### config.mk
export PLATFORM = sky130hd
export DESIGN_NAME = lcd_init_sequencer_flat
export DESIGN_NICKNAME = d
export VERILOG_FILES = /design/src/rtl/lcd_init_sequencer_if.sv /design/src/rtl/lcd_init_sequencer.sv /design/src/flat_wrapper.sv
export SDC_FILE = /design/constraint.sdc
export NUM_CORES = 1
export LEC_CHECK = 0
export ABC_AREA = 1
export BUFFER_PORTS_ARGS = -buffer_cell sky130_fd_sc_hd__buf_2
export CAP_MARGIN = 20
export CORE_ASPECT_RATIO = 1.2
export CORE_MARGIN = 1
export CORE_UTILIZATION = 55
export DETAILED_ROUTE_END_ITERATION = 7
export PLACE_DENSITY = 0.73
export REMOVE_ABC_BUFFERS = 1
export SYNTH_ARGS = -nofsm -noshare
export SYNTH_HDL_FRONTEND = slang
export SYNTH_SLANG_ARGS = --single-unit
### constraint.sdc
create_clock -name CLK -period 6.1 [get_ports CLK]
set_input_delay 0.61 -clock CLK [delete_from_list [all_inputs] [get_ports CLK]]
set_output_delay 0.61 -clock CLK [all_outputs]
set_load 0.03 [all_outputs]
### src/rtl/lcd_init_sequencer_if.sv
// lcd_init_sequencer_if: byte stream with DC flag over a valid/ready handshake
interface lcd_init_sequencer_if;
    logic       valid;
    logic       dc;
    logic [7:0] data;
    logic       ready;
    modport master (output valid, dc, data, input ready);
    modport slave (input valid, dc, data, output ready);
endinterface

### src/rtl/lcd_init_sequencer.sv
// lcd_init_sequencer: panel reset pulse and command ROM walk, then host pass-through; LCD_INIT_TIMEOUT_EN adds init_err stall timeout
module lcd_init_sequencer #(
    parameter int RST_PULSE_CYC  = 120,
    parameter int RST_WAIT_CYC   = 60000,
    parameter int DELAY_UNIT_CYC = 12000,
    parameter int ROM_DEPTH      = 32,
    parameter int TIMEOUT_CYC    = 65535
) (
    input  logic CLK,
    input  logic RESET,
    input  logic reinit,
    output logic LCD_RST,
    output logic init_done,
`ifdef LCD_INIT_TIMEOUT_EN
    output logic init_err,
`endif
    lcd_init_sequencer_if.master tx,
    lcd_init_sequencer_if.slave  host
);
    localparam int PW = $clog2(ROM_DEPTH);
    localparam int DW = 8 + $clog2(DELAY_UNIT_CYC + 1);
    localparam int AW = $clog2(RST_PULSE_CYC + RST_WAIT_CYC + TIMEOUT_CYC + 1);
    localparam int CW = DW > AW ? DW : AW;
    typedef enum logic [3:0] {
        RST_ASSERT, RST_WAIT, FETCH_CMD, FETCH_ARG, SEND_CMD,
        SEND_PARAM, LOAD_DLY, DELAY, RUN
    } state_t;
    state_t        state, state_n, after_send;
    logic [PW-1:0] ptr, ptr_n, ptr_inc;
    logic [CW-1:0] cnt, cnt_n, target;
    logic [7:0]    cmd_q, cmd_n, dly_q, dly_n, rom_byte;
    logic [3:0]    par_q, par_n;
    logic          dflag_q, dflag_n, send, hs, stall_to;
    function automatic logic [7:0] rom_at(input logic [PW-1:0] a);
        case (int'(a))
            0:  rom_at = 8'h11;
            1:  rom_at = 8'h80;
            2:  rom_at = 8'h78;
            3:  rom_at = 8'hB1;
            4:  rom_at = 8'h03;
            5:  rom_at = 8'h05;
            6:  rom_at = 8'h3C;
            7:  rom_at = 8'h3C;
            8:  rom_at = 8'h3A;
            9:  rom_at = 8'h01;
            10: rom_at = 8'h05;
            11: rom_at = 8'h29;
            12: rom_at = 8'h80;
            13: rom_at = 8'h14;
            default: rom_at = 8'h00;
        endcase
    endfunction
    assign rom_byte = rom_at(ptr);
    assign send     = state == SEND_CMD || state == SEND_PARAM;
    assign hs       = send && tx.ready;
`ifdef LCD_INIT_TIMEOUT_EN
    assign stall_to = send && !tx.ready && cnt == CW'(TIMEOUT_CYC - 1);
`else
    assign stall_to = 1'b0;
`endif
    always_comb begin
        state_n    = state;
        ptr_n      = ptr;
        cmd_n      = cmd_q;
        par_n      = par_q;
        dflag_n    = dflag_q;
        dly_n      = dly_q;
        ptr_inc    = ptr == PW'(ROM_DEPTH - 1) ? ptr : ptr + PW'(1);
        target     = CW'(dly_q) * CW'(DELAY_UNIT_CYC);
        after_send = dflag_q ? LOAD_DLY : FETCH_CMD;
        case (state)
            RST_ASSERT: state_n = cnt == CW'(RST_PULSE_CYC - 1) ? RST_WAIT : RST_ASSERT;
            RST_WAIT:   state_n = cnt == CW'(RST_WAIT_CYC - 1) ? FETCH_CMD : RST_WAIT;
            FETCH_CMD: begin
                // the last ROM slot is never fetched as a command, so an unterminated table still ends
                if (rom_byte == 8'h00 || ptr == PW'(ROM_DEPTH - 1)) state_n = RUN;
                else begin
                    cmd_n   = rom_byte;
                    ptr_n   = ptr_inc;
                    state_n = FETCH_ARG;
                end
            end
            FETCH_ARG: begin
                par_n   = rom_byte[3:0];
                dflag_n = rom_byte[7];
                ptr_n   = ptr_inc;
                state_n = SEND_CMD;
            end
            SEND_CMD: state_n = hs ? (par_q != 4'd0 ? SEND_PARAM : after_send) : SEND_CMD;
            SEND_PARAM: begin
                if (hs) begin
                    ptr_n   = ptr_inc;
                    par_n   = par_q - 4'd1;
                    state_n = par_q == 4'd1 ? after_send : SEND_PARAM;
                end
            end
            LOAD_DLY: begin
                dly_n   = rom_byte;
                ptr_n   = ptr_inc;
                state_n = rom_byte == 8'h00 ? FETCH_CMD : DELAY;
            end
            // counter runs since the final handshake; the +3 covers LOAD_DLY and the two fetch cycles
            DELAY: state_n = cnt + CW'(3) >= target ? FETCH_CMD : DELAY;
            RUN: begin
                if (reinit) begin
                    state_n = RST_ASSERT;
                    ptr_n   = '0;
                end
            end
            default: state_n = RST_ASSERT;
        endcase
        if (stall_to) state_n = RUN;
        cnt_n = (state == RUN || hs || (state_n != state && state != LOAD_DLY)) ? '0 : cnt + CW'(1);
    end
    always_ff @(posedge CLK) begin
        if (RESET) begin
            state   <= RST_ASSERT;
            ptr     <= '0;
            cnt     <= '0;
            cmd_q   <= '0;
            dly_q   <= '0;
            par_q   <= '0;
            dflag_q <= 1'b0;
        end else begin
            state   <= state_n;
            ptr     <= ptr_n;
            cnt     <= cnt_n;
            cmd_q   <= cmd_n;
            dly_q   <= dly_n;
            par_q   <= par_n;
            dflag_q <= dflag_n;
        end
    end
`ifdef LCD_INIT_TIMEOUT_EN
    always_ff @(posedge CLK) begin
        if (RESET || (state == RUN && reinit)) init_err <= 1'b0;
        else if (stall_to) init_err <= 1'b1;
    end
`endif
    always_comb begin
        LCD_RST    = state != RST_ASSERT;
        init_done  = state == RUN;
        tx.valid   = send || (state == RUN && host.valid);
        tx.dc      = state == SEND_PARAM || (state == RUN && host.dc);
        tx.data    = state == SEND_CMD ? cmd_q : state == SEND_PARAM ? rom_byte : state == RUN ? host.data : 8'h00;
        host.ready = state == RUN && tx.ready;
    end
endmodule

### src/flat_wrapper.sv
// flat-port wrapper written by rule: the top's interface ports become plain ports
module lcd_init_sequencer_flat 
#(
    parameter int RST_PULSE_CYC  = 120,
    parameter int RST_WAIT_CYC   = 60000,
    parameter int DELAY_UNIT_CYC = 12000,
    parameter int ROM_DEPTH      = 32,
    parameter int TIMEOUT_CYC    = 65535
)
  (CLK, RESET, reinit, LCD_RST, init_done, tx_valid, tx_dc, tx_data, tx_ready, host_valid, host_dc, host_data, host_ready);
  lcd_init_sequencer_if tx_i ();
  lcd_init_sequencer_if host_i ();
  input  logic CLK;
  input  logic RESET;
  input  logic reinit;
  output logic LCD_RST;
  output logic init_done;
  output wire logic [$bits(tx_i.valid)-1:0] tx_valid;
  output wire logic [$bits(tx_i.dc)-1:0] tx_dc;
  output wire logic [$bits(tx_i.data)-1:0] tx_data;
  input wire logic [$bits(tx_i.ready)-1:0] tx_ready;
  input wire logic [$bits(host_i.valid)-1:0] host_valid;
  input wire logic [$bits(host_i.dc)-1:0] host_dc;
  input wire logic [$bits(host_i.data)-1:0] host_data;
  output wire logic [$bits(host_i.ready)-1:0] host_ready;
  assign tx_valid = tx_i.valid;
  assign tx_dc = tx_i.dc;
  assign tx_data = tx_i.data;
  assign tx_i.ready = tx_ready;
  assign host_i.valid = host_valid;
  assign host_i.dc = host_dc;
  assign host_i.data = host_data;
  assign host_ready = host_i.ready;
  lcd_init_sequencer #(.RST_PULSE_CYC(RST_PULSE_CYC), .RST_WAIT_CYC(RST_WAIT_CYC), .DELAY_UNIT_CYC(DELAY_UNIT_CYC), .ROM_DEPTH(ROM_DEPTH), .TIMEOUT_CYC(TIMEOUT_CYC)) u_core (.CLK(CLK), .RESET(RESET), .reinit(reinit), .LCD_RST(LCD_RST), .init_done(init_done), .tx(tx_i), .host(host_i));
endmodule
# Word-level counts from Yosys, hierarchy flattened
# Memories as Yosys holds them, arrays and structs flattened. A register that Yosys moved wholly into a read port is not among the register bits.
# Index checks and enable logic that the tools add are counted.
# word_totals
mem_count	1
inputBits	14
register_bits	52
wordCells	79
out_inout_bits	13
rom_bits	128
# op_classes
n_mux	25
add_sub_neg	4
n_reduce_logical	22
eq_ne	17
mul	1
magnitude_cmp	1
bitwise_logic	1
# memory_table
name	words	width	read_ports	rd_clocked_by_memory_dff	wr	line_no	text
(no name shown)	16	8	1	1	0	lcd_init_sequencer.sv:35	case (int'(a))
# op_table
op	count
two-way mux 4 bit	9
one-hot mux 4 bit (9 select lines)	1
two-way mux 8 bit	4
adder 22 x 1 -> 22 bit, second input constant	1
adder 22 x 2 -> 22 bit, second input constant	1
== test 22 x 16 -> 1 bit, second input constant	1
== test 22 x 7 -> 1 bit, second input constant	1
>= comparator 22 bit	1
two-way mux 5 bit	4
one-hot mux 5 bit (4 select lines)	1
multiplier 8 x 9 -> 17 bit, second input constant	1
== test 4 x 3 -> 1 bit, second input constant	4
nonzero test 4 bit	3
two-way mux 3 bit	3
== test 4 x 1 -> 1 bit, second input constant	2
== test 4 x 2 -> 1 bit, second input constant	2
logical NOT 8 bit	1
one-hot mux 4 bit (2 select lines)	1
logical OR 1 bit	6
adder 5 x 1 -> 5 bit, second input constant	1
== test 5 bit, second input constant	1
logical AND 1 bit	5
== test 4 bit, second input constant	1
logical NOT 4 bit	1
other kinds (12)	15

# Longest topological paths before layout
# Gate-level depths: netlist of the first run.
# depth
word_depth	9
ltp_mapped	33
depth_no_buf	32

# Least setup slack after synthesis of the first run
# OpenSTA, ideal clock, no wires.
# synth_path
path_type	register to register
startpoint	register u_core.dly_q[5]
endpoint	register u_core.cnt[12]
slack_ps	866
stages_incl_launch_ff	28
path_buffers	1
synth_period_minus_slack_ps	5234
setup_time_ps	62
required_ps	6038
arrival_time_ps	5172
path_cell_list	dfxtp_1 inv_1 fa_1 fa_1 fa_1 fa_1 inv_1 ha_1 o21ai_0 o21ai_0 a21boi_0 o21ai_0 xor2_1 ha_1 nand2_1 inv_1 o21ai_0 nand3_1 nor2_1 nand2_2 nand2_1 nand2_1 nand2_1 nand3_1 nand2_1 nand2_2 buf_6 nor2_2
# synth_between
elab_chain_cells	8
# synth_lines
element	line_no	text
start: declaration	lcd_init_sequencer.sv:31	logic [7:0] cmd_q, cmd_n, dly_q, dly_n, rom_byte;
start signal: assignment	lcd_init_sequencer.sv:129	dly_q <= dly_n;
multiplier 8 x 9 -> 17 bit	lcd_init_sequencer.sv:69	target = CW'(dly_q) * CW'(DELAY_UNIT_CYC);
>= comparator 22 bit	lcd_init_sequencer.sv:103	DELAY: state_n = cnt + CW'(3) >= target ? FETCH_CMD : DELAY;
two-way mux 3 bit	lcd_init_sequencer.sv:103	
one-hot mux 4 bit (9 select lines)	lcd_init_sequencer.sv:71	case (state)
!= test 4 bit	lcd_init_sequencer.sv:113	cnt_n = (state == RUN || hs || (state_n != state && state != LOAD_DLY)) ? '0 : cnt + CW'(1);
logical AND 1 bit	lcd_init_sequencer.sv:113	
logical OR 1 bit	lcd_init_sequencer.sv:113	
OR reduction 2 bit (no line)	-	
end signal: assignment	lcd_init_sequencer.sv:127	cnt <= cnt_n;
end: declaration	lcd_init_sequencer.sv:30	logic [CW-1:0] cnt, cnt_n, target;
# No other way between the ends.
# A chain may end at the register's enable or synchronous reset.

# Final worst setup path of the first run
# layout_path
startpoint	register u_core.dly_q[5]
endpoint	register u_core.cnt[21]
# The elaborated chain is that of the path after synthesis.

==> flow_summary.toml, run 1 <==
[run_status]
run_status = "complete, no violations"

[worst_hold_path]
min_delay_path_depth = 2
min_to = "u_core.cmd_q[1]$_SDFFE_PP0P_"
timing.hold.worst.start = "u_core.cmd_q[1]$_SDFFE_PP0P_"
timing.hold.worst.class = "flop to flop"

[sta]
rsz0062_at_grt = "false"
maxSlewHeadroom = 0.5235
finalMaxSlewViolations = 0
final.period_utilization = 0.9212
timing.final.hold_violations = 0
tightest_slew_ns = 0.7140
fmaxAchievable_mhz = 178.0
setup_viol = 0
final.min_clock_period_ns = 5.620
final.setup.tns_ns = 0
final.setup_skew_ns = 0.007942

[synthesis]
synth.yosys.seq_area_share = 0.2078
syn_warnings = 0
synth_top_flop_cell = "sky130_fd_sc_hd__dfxtp_1"
postSynthCellCount = 777
synth_area_leader_cell = "sky130_fd_sc_hd__dfxtp_1"
yosys.area.top_type_share = 0.2078
synthesis.area_um2 = 5781
synth_edf_count = 0
synth_seq_cells = 60
synth.avg_cell_area_um2 = 7.440
netlist-cell-type-count = 45
yosys-top-cells-area = "sky130_fd_sc_hd__dfxtp_1 21%, sky130_fd_sc_hd__ha_1 15%, sky130_fd_sc_hd__nand2_1 9.0%, sky130_fd_sc_hd__fa_1 8.7%, sky130_fd_sc_hd__inv_1 7.2%"
postSynth.asyncResetShare = 0

[global_routing]
first_pass_grt_wire_length_um = 23030
grt_usage = 0.2729
via_count_of_the_first_global_routing_pass = 5020
grt_start_max_net_pins = 23
grt_overflow = 0
antenna_violations_before_repair = 0

[die]
floorplan.die.height_um = 114.3
design.die.area_um2 = 10930
initial_core_util = 0.5718
fp-row-count = 40
die_width_um = 95.59
top_level_ports = 27
design.core.area_um2 = 10110

[drt]
drt.antenna.violating_nets = 0
detail_route.wl_per_cell_um = 14.64
firstDrtPassIters = 5
routed-via-count = 5048
drt-total-wl_um = 13650
detail_route.iter0.violations = 245
vias_per_cell = 5.416
route.detailed.drc = 0

[finish]
register_area_um2 = 1202
stdcell_area_um2 = 6317
multi_input_gate_area_in_the_final_layout_um2 = 4020
area_growth_pct = 9.286
post_layout_nets = 909
antenna_cells_inserted = 0
n_fill_cell = 939
fraction_of_final_layout_cells_sized_beyond_drive_strength_1 = 0.1600

[clock_tree]
cts.clk_slew.worst_paths_ns = 0.06
cts_root_buf = "sky130_fd_sc_hd__clkbuf_16"
ctsHoldBuffers = 0
cts_num_sinks = 60
clock_tree.buffer_depth = 2
worstSkewPairLatency_ns = 0.33
numCtsBuffers = 9
clock_tree.htree_level_count = 3
cts.repair_timing.setup_buffer_count = 0
cts_tree = "done"

[critical_path]
r2r_end = "u_core.cnt[21]$_SDFF_PP0_"
regToRegStartpoint = "u_core.dly_q[5]$_SDFFE_PP0P_"
crit_path_end_kind = "flop"
startpoint_type = "flop"
critical_path.max_fanout = 13
depth_of_the_worst_register_to_register_path = 27
cp_data_arrival_time_ns = 5.88
reg2reg_slack_ns = 0.48
critPathKind = "flop to flop"
critical_path_required_ns = 6.36

[power_and_ir_drop]
p_per_area_nw_per_um2 = 150.2
power.leakage_uw = 0.003014
vdd.ir_drop.worst_mv = 0.1511

[flow_run]
maxCapViolCount = 0

[placement]
post_dp_cell_area_um2 = 6000
place_hpwl_um = 11250
place.port_buffers = 26
place_congestion = 0.9096
## what timing repair did
action | 4_1_cts | 5_1_grt
resized for setup | 0 | 4
hold endpoints to repair | 0 | 0
setup endpoints to repair | 0 | 22
## worst max-delay path, cell delays in order (launching register included)
cell                       delay [ns]
sky130_fd_sc_hd__dfxtp_1         0.40
sky130_fd_sc_hd__inv_1           0.09
sky130_fd_sc_hd__fa_1            0.53
sky130_fd_sc_hd__fa_1            0.54
sky130_fd_sc_hd__fa_1            0.54
sky130_fd_sc_hd__fa_1            0.54
sky130_fd_sc_hd__inv_1           0.04
sky130_fd_sc_hd__ha_1            0.34
sky130_fd_sc_hd__o21ai_1         0.20
sky130_fd_sc_hd__o21ai_0         0.15
sky130_fd_sc_hd__a21boi_1        0.23
sky130_fd_sc_hd__o21ai_0         0.13
sky130_fd_sc_hd__xor2_1          0.16
sky130_fd_sc_hd__ha_1            0.29
sky130_fd_sc_hd__nand2_1         0.07
sky130_fd_sc_hd__inv_1           0.03
sky130_fd_sc_hd__o21ai_0         0.13
sky130_fd_sc_hd__nand3_1         0.08
sky130_fd_sc_hd__nor2_1          0.14
sky130_fd_sc_hd__nand2_2         0.11
sky130_fd_sc_hd__nand2_1         0.07
sky130_fd_sc_hd__nand2_1         0.04
sky130_fd_sc_hd__nand2_1         0.07
sky130_fd_sc_hd__nand3_1         0.06
sky130_fd_sc_hd__nand2_1         0.10
sky130_fd_sc_hd__nand2_4         0.15
sky130_fd_sc_hd__buf_4           0.22
sky130_fd_sc_hd__nor2_1          0.08
## logic make-up (layout without fill, tap and decap cells)
| group | Yosys count | after routing | share of synthesized area |
|---|---|---|---|
| and+or+nand+nor | 324 | 324 | 0.2749 |
| adders and majority gates | 94 | 94 | 0.2359 |
| xor gates and xnor gates | 52 | 52 | 0.07879 |
| buffers and inverters | 140 | 169 | 0.09762 |
| AOI/OAI and AO/OA | 107 | 107 | 0.1050 |
| DFF | 60 | 60 | 0.2078 |
## synthesized netlist by cell type, drive strengths merged (11+ instances only)
cell,count
nand2,156
inv,124
nor2,98
ha,69
dfxtp,60
a21oi,45
o21ai,43
nand3,41
xor2,40
fa,25
xnor2,12
nor3,11
## through the flow
step | total power (µW) | cells | worst slack (ns) | hold slack [ns] | util
after floorplan | 419.6 | 761 | 0.6821 | 0.4401 | -
after global placement | 431.6 | 916 | 0.3708 | 0.4550 | 0.5934
after detailed placement | 432.1 | 916 | 0.1845 | 0.4635 | 0.5934
after CTS | 956.5 | 932 | 0.1643 | 0.4714 | 0.6243
after global routing | 980.0 | 932 | 0.01826 | 0.5019 | 0.6249
final | 948.6 | 932 | 0.4805 | 0.4743 | 0.6249
## cell type report
cell class | count | share of cell area
Sequential cell | 60 | 0.1903
Timing Repair Buffer | 29 | 0.02416
Multi-Input combinational cell | 577 | 0.6364
Clock buffer | 11 | 0.04001
Inverter | 124 | 0.07487
Tap cell | 126 | 0.02496
Clock inverter | 5 | 0.009309
## worst max path at each step
stage / start / depth (start not counted) / to / slack (ns)
6_report: u_core.dly_q[5]$_SDFFE_PP0P_ / 27 / u_core.cnt[21]$_SDFF_PP0_ / 0.48
5_1_grt: u_core.dly_q[5]$_SDFFE_PP0P_ / 27 / u_core.cnt[16]$_SDFF_PP0_ / 0.02
3_3_place_gp: u_core.dly_q[5]$_SDFFE_PP0P_ / 26 / u_core.cnt[21]$_SDFF_PP0_ / 0.37
3_5_place_dp: u_core.dly_q[5]$_SDFFE_PP0P_ / 26 / u_core.cnt[21]$_SDFF_PP0_ / 0.18
4_1_cts: u_core.dly_q[5]$_SDFFE_PP0P_ / 26 / u_core.cnt[21]$_SDFF_PP0_ / 0.16
2_1_floorplan: u_core.dly_q[5]$_SDFFE_PP0P_ / 25 / u_core.cnt[0]$_SDFF_PP0_ / 0.68
## report_power, final
part	switching [µW]	internal [µW]
logic	17.7	9.64
registers	2.92	394
clock network	186	339
## routing by layer
metal	vias up	wire length [µm]	track usage
li1	2541	-	-
met1	2319	5705	0.3277
met2	143	6817	0.4676
met3	45	607	0.04316
met4	0	517	0.1343
met5	-	0	0
## cells in the final DEF (no fill, tap or decap), drive strengths merged
cell,netlist,routed
o31ai,1,1
or2,3,3
a21oi,45,45
o22ai,1,1
nor4,4,4
nor3b,1,1
nor3,11,11
o211ai,8,8
ha,69,69
o21ai,43,43
clkinvlp,0,2
clkinv,0,1
clkbuf,8,11
nand3,41,41
nand2,156,156
dfxtp,60,60
xor2,40,40
o2111ai,1,1
bufinv,0,1
a31oi,2,2
a21o,1,1
nand4,9,9
a211oi,3,3
a21boi,1,1
inv,124,125
nand3b,1,1
fa,25,25
o21bai,1,1
xnor2,12,12
nor2,98,98
buf,8,29
(Power assumes the default switching activity.)
==> inputs of run 2 (changes only) <==
--- a/config.mk
+++ b/config.mk
@@ -8,7 +8,7 @@
 export ABC_AREA = 1
 export BUFFER_PORTS_ARGS = -buffer_cell sky130_fd_sc_hd__buf_2
 export CAP_MARGIN = 20
-export CORE_ASPECT_RATIO = 1.2
+export CORE_ASPECT_RATIO = 1.5
 export CORE_MARGIN = 1
 export CORE_UTILIZATION = 55
 export DETAILED_ROUTE_END_ITERATION = 7
==> flow_summary.toml, run 2 (synthesis results as in run 1) <==
[power_and_ir_drop]
power_frac_comb = 0.028
p_per_area_nw_per_um2 = 148.0
vdd.ir_drop.worst_mv = 0.1652
part_of_the_power_in_the_clock_network = 0.545
post-layout-total-power_uw = 930.2
internal_power_uw = 727.5
share_of_power_burned_in_registers = 0.427
switching_power_uw = 202.7
switching_share = 0.2179
power.leakage_uw = 0.002992

[drt]
firstDrtPassIters = 5
vias_per_cell = 5.302
detail_route.wl_per_cell_um = 14.69
drt-total-wl_um = 13860
drt.antenna.violating_nets = 0
route.detailed.drc = 0
detail_route.iter0.violations = 215
routed-via-count = 5000

[worst_hold_path]
min_to = "u_core.cmd_q[1]$_SDFFE_PP0P_"
timing.hold.worst.start = "u_core.cmd_q[1]$_SDFFE_PP0P_"
timing.hold.worst.class = "flop to flop"
min_delay_path_depth = 2

[clock_tree]
cts_tree = "done"
cts_root_buf = "sky130_fd_sc_hd__clkbuf_16"
worstSkewPairLatency_ns = 0.33
cts.clk_slew.worst_paths_ns = 0.05
ctsHoldBuffers = 0
cts_repair_resize_count = 0
clock_tree.buffer_depth = 2
cts.repair_timing.setup_buffer_count = 0
numCtsBuffers = 9
cts_num_sinks = 60
clock_tree.htree_level_count = 3

[die]
design.die.area_um2 = 10930
die_width_um = 85.71
fp-row-count = 45
initial_core_util = 0.5672
design.core.area_um2 = 10190
floorplan.die.height_um = 127.6
top_level_ports = 27

[finish]
n_fill_cell = 919
area_growth_pct = 8.745
fraction_of_final_layout_cells_sized_beyond_drive_strength_1 = 0.1509
stdcell_area_um2 = 6286
antenna_cells_inserted = 0
mostFrequentLayoutCell = "sky130_fd_sc_hd__nand2_1"
highest_count_cells_in_the_layout_ignoring_fill_and_taps = "139 x sky130_fd_sc_hd__nand2_1, 111 x sky130_fd_sc_hd__inv_1, 69 x sky130_fd_sc_hd__ha_1"
post_layout_nets = 906

[critical_path]
regToRegStartpoint = "u_core.dly_q[5]$_SDFFE_PP0P_"
depth_of_the_worst_register_to_register_path = 26
critPathKind = "flop to flop"
crit_path_end_kind = "flop"
r2r_end = "u_core.cnt[5]$_SDFF_PP0_"
cp_data_arrival_time_ns = 5.95
critical_path.max_fanout = 22
reg2reg_slack_ns = 0.41
critical_path_required_ns = 6.36
startpoint_type = "flop"

[sta]
tightest_slew_ns = 0.7325
setup_viol = 0
timing.final.hold_violations = 0
hold_slack_ns = 0.4694
fmaxAchievable_mhz = 175.7
final.setup.tns_ns = 0
final.min_clock_period_ns = 5.691
timing.final.ws_setup_ns = 0.4091
rsz0062_at_grt = "false"
final.period_utilization = 0.9329
maxSlewHeadroom = 0.5111
final.setup_skew_ns = 0.006555
finalMaxSlewViolations = 0

[global_routing]
antenna_violations_before_repair = 0
global_route.usage.met2 = 0.5426
global_route.usage.met3 = 0.04457
grt_use_met1 = 0.2683
grt_usage = 0.2766
grt_overflow = 0
first_pass_grt_wire_length_um = 23450
grt_busiest_layer = "met2"
via_count_of_the_first_global_routing_pass = 5191
grt_start_max_net_pins = 23

[run_status]
run_status = "complete, no violations"

[flow_run]
maxCapViolCount = 0

[placement]
preCtsSetupSlack_ns = 0.08363
post_dp_cell_area_um2 = 5996
place_congestion = 0.9021
place_hpwl_um = 11380
place.port_buffers = 26
run 2: cell types whose count changed in the layout (fill, tap and decap cells not counted), sizes merged:
cell	change
buf	-3
inv	-1
clkinvlp	-2
clkbuf	+2
run 2: worst max path at each step:
stage          depth (start not counted)                          from                  endpoint  slack [ns]
2_1_floorplan                         25  u_core.dly_q[5]$_SDFFE_PP0P_  u_core.cnt[0]$_SDFF_PP0_        0.68
6_report                              26  u_core.dly_q[5]$_SDFFE_PP0P_  u_core.cnt[5]$_SDFF_PP0_        0.41
3_3_place_gp                          25  u_core.dly_q[5]$_SDFFE_PP0P_  u_core.cnt[0]$_SDFF_PP0_        0.30
5_1_grt                               26  u_core.dly_q[5]$_SDFFE_PP0P_  u_core.cnt[5]$_SDFF_PP0_        0.01
4_1_cts                               26  u_core.dly_q[5]$_SDFFE_PP0P_  u_core.cnt[5]$_SDFF_PP0_        0.03
3_5_place_dp                          26  u_core.dly_q[5]$_SDFFE_PP0P_  u_core.cnt[5]$_SDFF_PP0_        0.08
run 2: final cells by class:
type,instances,area (µm²),area share
multi-input cells,577,4020,0.6395
well taps,141,176.4,0.02807
repair buffers,26,130.1,0.02070
clock buffers,13,250.2,0.03981
clock inverters,2,35.03,0.005573
inverters,124,473.0,0.07524
flip-flops and latches,60,1201,0.1911
run 2: per-layer routing:
metal	vias to the layer above	share of wire
met5	-	0
met4	0	0.044
met3	36	0.027
met2	86	0.56
met1	2349	0.37
li1	2529	-
run 2: power by group through the flow:
stage	Combinational, µW	Sequential (µW)	Clock, µW
2_1_floorplan	14.9	405	0
3_3_place_gp	25.9	405	0
3_5_place_dp	26.4	405	0
4_1_cts	26.5	397	510
5_1_grt	29.6	397	529
6_report	26.4	397	507
run 2: stage by stage:
stage	std cells	util
floorplan	761	-
global placement	928	0.5883
global route	943	0.6168
finish	943	0.6168
detailed placement	928	0.5883
CTS	943	0.6163
run 2: worst max-delay path, stage by stage (launching register included):
cell	delay [ns]
sky130_fd_sc_hd__dfxtp_1	0.41
sky130_fd_sc_hd__inv_1	0.09
sky130_fd_sc_hd__fa_1	0.53
sky130_fd_sc_hd__fa_1	0.53
sky130_fd_sc_hd__fa_1	0.52
sky130_fd_sc_hd__fa_1	0.55
sky130_fd_sc_hd__inv_1	0.04
sky130_fd_sc_hd__ha_1	0.34
sky130_fd_sc_hd__o21ai_1	0.25
sky130_fd_sc_hd__o21ai_0	0.17
sky130_fd_sc_hd__a21boi_1	0.23
sky130_fd_sc_hd__o21ai_0	0.13
sky130_fd_sc_hd__xor2_1	0.16
sky130_fd_sc_hd__ha_1	0.29
sky130_fd_sc_hd__nand2_1	0.07
sky130_fd_sc_hd__inv_1	0.03
sky130_fd_sc_hd__o21ai_0	0.18
sky130_fd_sc_hd__nand3_1	0.12
sky130_fd_sc_hd__nor2_1	0.14
sky130_fd_sc_hd__nand2_2	0.10
sky130_fd_sc_hd__nand2_1	0.07
sky130_fd_sc_hd__nand2_1	0.05
sky130_fd_sc_hd__nand2_1	0.06
sky130_fd_sc_hd__nand3_1	0.06
sky130_fd_sc_hd__nand2_1	0.10
sky130_fd_sc_hd__nand2_4	0.22
sky130_fd_sc_hd__nor2_2	0.16
